==> src/rtl/branch_predictor_pkg.sv <==
// Shared pipeline definitions: branch counter encodings, default PC width, small helpers.
package branch_predictor_pkg;

    localparam int PCW_DEF = 32;

    typedef enum logic [1:0] {
        SNT = 2'd0,
        WNT = 2'd1,
        WT  = 2'd2,
        ST  = 2'd3
    } ctr_t;

    // Event counters stick at all-ones instead of wrapping back to zero.
    function automatic logic [15:0] sat_inc16(input logic [15:0] value);
        return (value == 16'hFFFF) ? value : value + 16'd1;
    endfunction

endpackage

==> src/rtl/branch_predictor_if.sv <==
// Predictor-facing pipeline signals: ID-stage lookup, MEM-stage resolve, statistics.
interface branch_predictor_if
    import branch_predictor_pkg::*;
#(
    parameter int PCW = PCW_DEF
);
    logic [PCW-1:0] pc_ID;
    logic           br_ID;
    logic           BP_ID;
    logic [PCW-1:0] pc_BP;
    logic           br_MEM;
    logic [PCW-1:0] pc_MEM;
    logic           act_taken_MEM;
    logic [PCW-1:0] act_target_MEM;
    logic           bp_MEM;
    logic [PCW-1:0] bp_target_MEM;
    logic           taken_MEM;
    logic [PCW-1:0] next_pc;
    logic [15:0]    br_cnt;
    logic [15:0]    miss_cnt;

    modport master (
        output pc_ID, br_ID, br_MEM, pc_MEM, act_taken_MEM, act_target_MEM,
               bp_MEM, bp_target_MEM,
        input  BP_ID, pc_BP, taken_MEM, next_pc, br_cnt, miss_cnt
    );

    modport slave (
        input  pc_ID, br_ID, br_MEM, pc_MEM, act_taken_MEM, act_target_MEM,
               bp_MEM, bp_target_MEM,
        output BP_ID, pc_BP, taken_MEM, next_pc, br_cnt, miss_cnt
    );
endinterface

==> src/rtl/branch_predictor_sat_counter2.sv <==
// 2-bit saturating taken/not-taken counter update, purely combinational.
module sat_counter2
    import branch_predictor_pkg::*;
(
    input  ctr_t cur,
    input  logic taken,
    output ctr_t nxt
);
    // NOTE: nxt gets a default before the case so no path leaves it unassigned (no latch).
    always_comb begin
        nxt = cur;
        unique case (cur)
            SNT: nxt = taken ? WNT : SNT;
            WNT: nxt = taken ? WT  : SNT;
            WT:  nxt = taken ? ST  : WNT;
            ST:  nxt = taken ? ST  : WT;
            default: nxt = cur;
        endcase
    end
endmodule

==> src/rtl/branch_predictor.sv <==
// Direct-mapped branch target predictor: zero-latency ID lookup, MEM-stage
// misprediction detection and table update, saturating statistics counters.
module branch_predictor
    import branch_predictor_pkg::*;
#(
    parameter int ENTRIES = 16,
    parameter int PCW     = PCW_DEF
)(
    input  logic               clk,
    input  logic               rst,
    branch_predictor_if.slave  bus
);
    localparam int IDXW = $clog2(ENTRIES);
    localparam int TAGW = PCW - IDXW;

    logic            valid_q  [ENTRIES];
    logic [TAGW-1:0] tag_q    [ENTRIES];
    logic [PCW-1:0]  target_q [ENTRIES];
    ctr_t            ctr_q    [ENTRIES];
    logic [15:0]     br_cnt_q;
    logic [15:0]     miss_cnt_q;

    logic [IDXW-1:0] id_idx;
    logic [TAGW-1:0] id_tag;
    logic            id_hit;
    logic            predict;

    logic [IDXW-1:0] upd_idx;
    logic [TAGW-1:0] upd_tag;
    logic            upd_hit;
    ctr_t            ctr_nxt;
    logic            mispredict;

    assign id_idx  = bus.pc_ID[IDXW-1:0];
    assign id_tag  = bus.pc_ID[PCW-1:IDXW];
    assign upd_idx = bus.pc_MEM[IDXW-1:0];
    assign upd_tag = bus.pc_MEM[PCW-1:IDXW];

    // Lookup reads the registered table only, so a same-cycle update is not visible yet.
    always_comb begin
        id_hit    = bus.br_ID && valid_q[id_idx] && (tag_q[id_idx] == id_tag);
        predict   = id_hit && ctr_q[id_idx][1];
        bus.BP_ID = predict;
        bus.pc_BP = predict ? target_q[id_idx] : '0;
    end

    always_comb begin
        mispredict = bus.br_MEM &&
                     ((bus.bp_MEM != bus.act_taken_MEM) ||
                      (bus.bp_MEM && bus.act_taken_MEM &&
                       (bus.bp_target_MEM != bus.act_target_MEM)));
        bus.taken_MEM = mispredict;
        bus.next_pc   = '0;
        if (mispredict) begin
            bus.next_pc = bus.act_taken_MEM ? bus.act_target_MEM : bus.pc_MEM + PCW'(1);
        end
    end

    assign upd_hit = valid_q[upd_idx] && (tag_q[upd_idx] == upd_tag);

    sat_counter2 u_sat_counter2 (
        .cur   (ctr_q[upd_idx]),
        .taken (bus.act_taken_MEM),
        .nxt   (ctr_nxt)
    );

    // NOTE: the whole table is cleared by reset because the valid bits must be
    // trustworthy immediately afterwards; state updates use non-blocking (<=)
    // so every read in this edge sees pre-edge values.
    always_ff @(posedge clk or posedge rst) begin
        if (rst) begin
            for (int i = 0; i < ENTRIES; i++) begin
                valid_q[i]  <= 1'b0;
                tag_q[i]    <= '0;
                target_q[i] <= '0;
                ctr_q[i]    <= WNT;
            end
            br_cnt_q   <= '0;
            miss_cnt_q <= '0;
        end else if (bus.br_MEM) begin
            if (upd_hit) begin
                ctr_q[upd_idx] <= ctr_nxt;
                if (bus.act_taken_MEM) begin
                    target_q[upd_idx] <= bus.act_target_MEM;
                end
            end else if (bus.act_taken_MEM) begin
                valid_q[upd_idx]  <= 1'b1;
                tag_q[upd_idx]    <= upd_tag;
                target_q[upd_idx] <= bus.act_target_MEM;
                ctr_q[upd_idx]    <= WT;
            end
            br_cnt_q <= sat_inc16(br_cnt_q);
            if (mispredict) begin
                miss_cnt_q <= sat_inc16(miss_cnt_q);
            end
        end
    end

    assign bus.br_cnt   = br_cnt_q;
    assign bus.miss_cnt = miss_cnt_q;

endmodule

==> src/flat_wrapper.sv <==
// flat-port wrapper written by rule: the top's interface ports become plain ports
module branch_predictor_flat import branch_predictor_pkg::*;
#(
    parameter int ENTRIES = 16,
    parameter int PCW     = PCW_DEF
)
  (clk, rst, bus_pc_ID, bus_br_ID, bus_br_MEM, bus_pc_MEM, bus_act_taken_MEM, bus_act_target_MEM, bus_bp_MEM, bus_bp_target_MEM, bus_BP_ID, bus_pc_BP, bus_taken_MEM, bus_next_pc, bus_br_cnt, bus_miss_cnt);
  branch_predictor_if #(.PCW(PCW)) bus_i ();
  input  logic clk;
  input  logic rst;
  input wire logic [$bits(bus_i.pc_ID)-1:0] bus_pc_ID;
  input wire logic [$bits(bus_i.br_ID)-1:0] bus_br_ID;
  input wire logic [$bits(bus_i.br_MEM)-1:0] bus_br_MEM;
  input wire logic [$bits(bus_i.pc_MEM)-1:0] bus_pc_MEM;
  input wire logic [$bits(bus_i.act_taken_MEM)-1:0] bus_act_taken_MEM;
  input wire logic [$bits(bus_i.act_target_MEM)-1:0] bus_act_target_MEM;
  input wire logic [$bits(bus_i.bp_MEM)-1:0] bus_bp_MEM;
  input wire logic [$bits(bus_i.bp_target_MEM)-1:0] bus_bp_target_MEM;
  output wire logic [$bits(bus_i.BP_ID)-1:0] bus_BP_ID;
  output wire logic [$bits(bus_i.pc_BP)-1:0] bus_pc_BP;
  output wire logic [$bits(bus_i.taken_MEM)-1:0] bus_taken_MEM;
  output wire logic [$bits(bus_i.next_pc)-1:0] bus_next_pc;
  output wire logic [$bits(bus_i.br_cnt)-1:0] bus_br_cnt;
  output wire logic [$bits(bus_i.miss_cnt)-1:0] bus_miss_cnt;
  assign bus_i.pc_ID = bus_pc_ID;
  assign bus_i.br_ID = bus_br_ID;
  assign bus_i.br_MEM = bus_br_MEM;
  assign bus_i.pc_MEM = bus_pc_MEM;
  assign bus_i.act_taken_MEM = bus_act_taken_MEM;
  assign bus_i.act_target_MEM = bus_act_target_MEM;
  assign bus_i.bp_MEM = bus_bp_MEM;
  assign bus_i.bp_target_MEM = bus_bp_target_MEM;
  assign bus_BP_ID = bus_i.BP_ID;
  assign bus_pc_BP = bus_i.pc_BP;
  assign bus_taken_MEM = bus_i.taken_MEM;
  assign bus_next_pc = bus_i.next_pc;
  assign bus_br_cnt = bus_i.br_cnt;
  assign bus_miss_cnt = bus_i.miss_cnt;
  branch_predictor #(.ENTRIES(ENTRIES), .PCW(PCW)) u_core (.clk(clk), .rst(rst), .bus(bus_i));
endmodule
==> config.mk <==
export PLATFORM = sky130hd
export DESIGN_NAME = branch_predictor_flat
export DESIGN_NICKNAME = d
export VERILOG_FILES = /design/src/rtl/branch_predictor_pkg.sv /design/src/rtl/branch_predictor_if.sv /design/src/rtl/branch_predictor_sat_counter2.sv /design/src/rtl/branch_predictor.sv /design/src/flat_wrapper.sv
export SDC_FILE = /design/constraint.sdc
export NUM_CORES = 2
export LEC_CHECK = 0
export ABC_AREA = 0
export BUFFER_PORTS_ARGS = -buffer_cell sky130_fd_sc_hd__buf_2
export CAP_MARGIN = 20
export CORE_MARGIN = 4
export CORE_UTILIZATION = 51
export DETAILED_ROUTE_END_ITERATION = 6
export PLACE_DENSITY = 0.68
export SETUP_SLACK_MARGIN = 0.15
export SYNTH_ARGS = -nofsm -noshare
export SYNTH_HDL_FRONTEND = slang
export SYNTH_SLANG_ARGS = --single-unit
==> constraint.sdc <==
create_clock -name clk -period 45 [get_ports clk]
set_input_delay 6.75 -clock clk [delete_from_list [all_inputs] [get_ports clk]]
set_output_delay 6.75 -clock clk [all_outputs]
set_load 0.05 [all_outputs]
Word-level counts from Yosys, hierarchy flattened
Cells that the tools add are included.
- register bits after elaboration: 1040
- output and inout port bits: 98
- word-level logic and storage cells: 148
- add/subtract/negate cells: 3
- $lt $le $gt $ge: 3
- eq/ne operators: 9
- muxes and demuxes: 42
- bitwise gates (word level): 9
- reductions and logical operators: 16
- operators by type and width (operator ; number):
    512-bit bitwise mux ; 1
    448-bit bitwise mux ; 1
    32-bit two-way mux ; 8
    28-bit binary-select mux with 4-bit select ; 2
    28-bit two-way mux ; 5
    32-bit binary-select mux with 4-bit select ; 1
    32-bit demux with 4-bit select ; 1
    28-bit demux with 4-bit select ; 1
    28-bit equality test ; 2
    16-bit by 1-bit adder with 16-bit output, second input constant ; 2
    32-bit by 1-bit adder with 32-bit output, second input constant ; 1
    32-bit bitwise mux ; 1
    16-bit equality test, second input constant ; 2
    32-bit != test ; 1
    16-bit bitwise OR ; 2
    16-bit AND ; 1
    2-bit binary-select mux with 4-bit select ; 2
    16-bit inverter ; 1
    2-bit two-way mux ; 7
    5-bit greater-or-equal comparator, second input constant ; 2
    4-bit inverter with 5-bit output ; 2
    1-bit binary-select mux with 4-bit select ; 2
    2-bit demux with 4-bit select ; 1
    1-bit logical AND ; 8
    other kinds (13) ; 25

Longest topological paths before layout
- word-level depth: 9
- depth in mapped cells: 18

By module
Synthesis repeated with hierarchy kept, for this count alone.
- cell total of the unflattened synthesis: 3734
- area total of the unflattened synthesis: 54043.1 sq um
- by module, submodules not included (module ; instances ; cells an instance ; area each (sq um) ; seq. area each (sq um)):
    branch_predictor ; 1 ; 3731 ; 54016.8 ; 26045.0
    sat_counter2 ; 1 ; 3 ; 26.3 ; 0.0

Worst setup path before layout
OpenSTA, ideal clock, no wires.
- kind: input to output
- from: input port bus_pc_ID[0]
- to: output port bus_pc_BP[10]
- data arrival time: 10.506 ns
- slack: 27.744 ns
- cell stages on the path: 10
- path buffers: 4
- path through: clkbuf_1 buf_1 buf_1 mux4_2 mux4_2 xor2_1 nor4_1 nand4_1 clkbuf_1 nor2b_1
- word-level cells in the longest chain between the ends: 8
- elaborated cells on any way between the ends: 18
- classes of those cells: 1 x eq/ne; 13 x mux; 1 x bitwise; 3 x reduce/logical
- RTL lines (what ; line ; source):
    from (decl) ; flat_wrapper.sv:11 ; input wire logic [$bits(bus_i.pc_ID)-1:0] bus_pc_ID;
    4-bit inverter with 5-bit output (implied by the code) (*) ; branch_predictor.sv:41, branch_predictor.sv:42, branch_predictor.sv:44 ;
    28-bit binary-select mux with 4-bit select / 1-bit binary-select mux with 4-bit select (equally long branches) ; branch_predictor.sv:41 ; id_hit = bus.br_ID && valid_q[id_idx] && (tag_q[id_idx] == id_tag);
    28-bit two-way mux (implied by the code) / 1-bit two-way mux (equally long branches) (2 in a row) ; branch_predictor.sv:41 ;
    28-bit equality test / 1-bit logical AND (equally long branches) ; branch_predictor.sv:41 ;
    1-bit logical AND ; branch_predictor.sv:41 ;
    1-bit logical AND ; branch_predictor.sv:42 ; predict = id_hit && ctr_q[id_idx][1];
    32-bit two-way mux (*) ; branch_predictor.sv:44 ; bus.pc_BP = predict ? target_q[id_idx] : '0;
    to (decl) ; flat_wrapper.sv:20 ; output wire logic [$bits(bus_i.pc_BP)-1:0] bus_pc_BP;
Mark *: on every way between the ends. The rest lies on a longest branch, timed or not. The select of a mux whose other input is x is not followed.

Final worst setup path
- from: input port bus_pc_ID[0]
- to: output port bus_pc_BP[9]
Same word-level chain as after synthesis.

==> qor.yml <==
gr-usage-met2_pct: 44.09
max_stage_delay_ns: 0.87
start_util_pct: 51.71
slew_viol_final: 0
synth_ff_type: "dfrtp_1"
drtPass1Iterations: 6
status: "completed"
rsz0062_at_grt: "false"
routed_wl_mm: 158.6
ctsResizeCount: 0
grtUsageMet3_pct: 6.132
route.detailed.drc: 0
critPathTopFamily: "buffers and inverters"
multi_input_area_um2: 26300
fp.coreArea_um2: 104200
yosysWarnings: 0
grt_pass1_wl_mm: 236.0
ant_nets: 0
fin_area_um2: 59790
tns_ns: 0
tightest_slew_ns: 1.179
endpoint_kind: "primary output"
insertion_delay_ns: 0.72
fmax_mhz: 53.15
htree_levels: 3
die_height_um: 333.1
avgSynthCellArea_um2: 14.41
dr.first_iter.drc_count: 3112
routed_via_density: 6.479
synth_cell_types: 66
antenna_found_initial: 9
required_ns: 38.25
die_w_um: 333.1
fp-row-count: 118
cts-root-buf: "clkbuf_16"
post_cts_buffers: 0
power_density_nw_per_um2: 45.72
grt_usage_pct: 28.36
grt_start_max_net_pins: 186
register_area_um2: 26050
peakVddDrop_uv: 34.92
dpl.hpwl_mm: 94.74
min_period_over_period_pct: 41.81
syn2layout_area_growth_pct: 10.91
critPathBufInv: 5
syn_inst: 3741
cts_tree: "done"
gr-usage-met1_pct: 40.50
p_leak_uw: 0.02584
dr_total_vias: 34086
grt_overflow_total: 0
cts_made_buffers: 112
place.gp.congestion: 0.9050
drive_gt1_share_pct: 49.59
worstPathMaxFanout: 66
grt_pass1_vias: 34628
cts_buffer_depth: 3
max_slew_margin_pct: 21.41
ios: 232
crit_top_cell: "buf_4"
maxCapViolCount: 0
path_cells: "buf_8 > buf_4 > buf_4 > mux4_2 > mux4_2 > xnor2_1 > nand4_1 > nor4_1 > nand4_1 > buf_4 > nor2b_1 > buf_2"
fillCellCount: 8321
portBuffers: 231
clkTransAtPathRegs_ns: 0.05
synth_edf_count: 0
skew_ns: 0.04608
crit_type: "in2out"
finalPower_uw: 2734
ys_ff_latch: 1040
setup.worst_path.start_class: "input pin"
stdcell_count: 5261
crit_slowest_cell: "buf_4"
min_period_ns: 18.81
setup_violations: 0
cts.sinks: 1040
dp.cells: 5050
async_reset_ff_share_pct: 100.0
dpl-instance-area_um2: 55970
synth_area_um2: 53900
dieArea_um2: 111000
syn_nets: 3882
arrival_ns: 12.06
wl_per_cell_um: 30.14
hold_buffers: 0
grt.busiest_layer: "met2"
seq_area_frac_synth_pct: 48.32
hold_class: "reg2reg"
finalHoldViolations: 0
final_net_count: 3926
## layout by cell type (no fill, tap or decap), types with 12 or more instances in the layout
master	netlist	routed
dfstp_2	16	16
nand3_1	76	76
o21ai_0	30	29
xor2_1	30	30
or3b_2	17	17
inv_1	22	21
dfrtp_1	1024	1024
clkinv_2	0	21
clkbuf_1	242	25
mux2_2	895	895
nor3_1	39	26
a21oi_1	37	37
mux2i_1	107	107
nor2b_1	47	44
nor3_2	2	13
buf_2	36	225
nand4_1	39	39
xnor2_1	106	106
a211oi_1	24	24
nor2_1	138	122
nor2_4	0	15
a221oi_1	12	12
a22oi_1	17	17
clkbuf_8	0	26
nand2_1	74	74
mux2_4	79	79
clkbuf_16	0	113
buf_4	17	70
mux4_2	379	379
and3_1	13	12
## per-layer routing
layer	vias to the layer above	part of all wire [%]	wire length, um
li1	14054	-	-
met1	18384	42	66850
met2	1330	47	73920
met3	310	7.9	12590
met4	8	3.2	5153
met5	-	0.028	45
## metrics by stage
stage	util, %	setup slack, ns	hold WS (ns)
global placement	53.68	26.22	0.4638
finish	57.36	26.19	0.4849
CTS	57.32	26.04	0.4851
global route	57.35	25.80	0.5060
floorplan	-	9.006	0.4493
detailed placement	53.69	26.12	0.4739
## path summary, 6_finish.rpt
path                                           to  slack, ns  cells past startpoint              startpoint
setup / recovery                     bus_pc_BP[9]      26.19                     12            bus_pc_ID[0]
hold / removal             u_core.bus.miss_cnt[4]       0.48                      1  u_core.bus.miss_cnt[4]
setup reg to reg                u_core.tag_q[228]      39.94                     12       u_core.tag_q[362]
hold reg to reg            u_core.bus.miss_cnt[4]       0.48                      1  u_core.bus.miss_cnt[4]
max in group asynchronous       u_core.tag_q[401]      35.63                      5                     rst
min in group asynchronous       u_core.tag_q[254]       6.18                      2                     rst
## synthesized netlist by cell type, drive strengths merged (37+ instances only)
| cell | n | area share, % |
|---|---|---|
| nand4 | 39 | 0.45 |
| a21oi | 37 | 0.34 |
| mux2i | 107 | 2.0 |
| nor3 | 41 | 0.40 |
| nor2b | 47 | 0.55 |
| clkbuf | 243 | 1.7 |
| nand2 | 74 | 0.52 |
| xnor2 | 106 | 1.7 |
| buf | 132 | 1.4 |
| nand3 | 76 | 0.71 |
| mux2 | 976 | 21 |
| dfrtp | 1024 | 48 |
| mux4 | 379 | 16 |
| nor2 | 138 | 0.96 |
## sequential cells by signal, indices dropped and copies added, names as in the netlist
register,flops
u_core.bus.br_cnt,16
u_core.bus.miss_cnt,16
u_core.ctr_q,32
u_core.tag_q,448
u_core.target_q,512
u_core.valid_q,16
## cell families after synthesis
| logic type | count (synthesis) | share of synthesized area, % |
|---|---|---|
| DFF | 1040 | 48.32 |
| buffers and inverters | 399 | 3.303 |
| muxes | 1462 | 38.76 |
| adders and majority gates | 9 | 0.1996 |
| AOI/OAI and AO/OA | 191 | 2.465 |
| and+or+nand+nor | 504 | 4.744 |
| xor gates and xnor gates | 136 | 2.210 |
## power breakdown
part	internal [uW]	total, uW	leakage [uW]	switching [uW]
combinational	309	553	0.0107	245
sequential	1120	1230	0.0133	116
clock	555	948	0.00187	393
## area by class of cell
class                           count  share of cell area [%]
Sequential cell                  1040                   43.56
Clock buffer                      163                   5.462
Antenna cell                        5                 0.02093
Inverter                           24                  0.1632
Clock inverter                     42                  0.8601
Tap cell                         1380                   2.888
Multi-Input combinational cell   2302                   43.98
Timing Repair Buffer              305                   3.060
(Power assumes the default switching activity.)
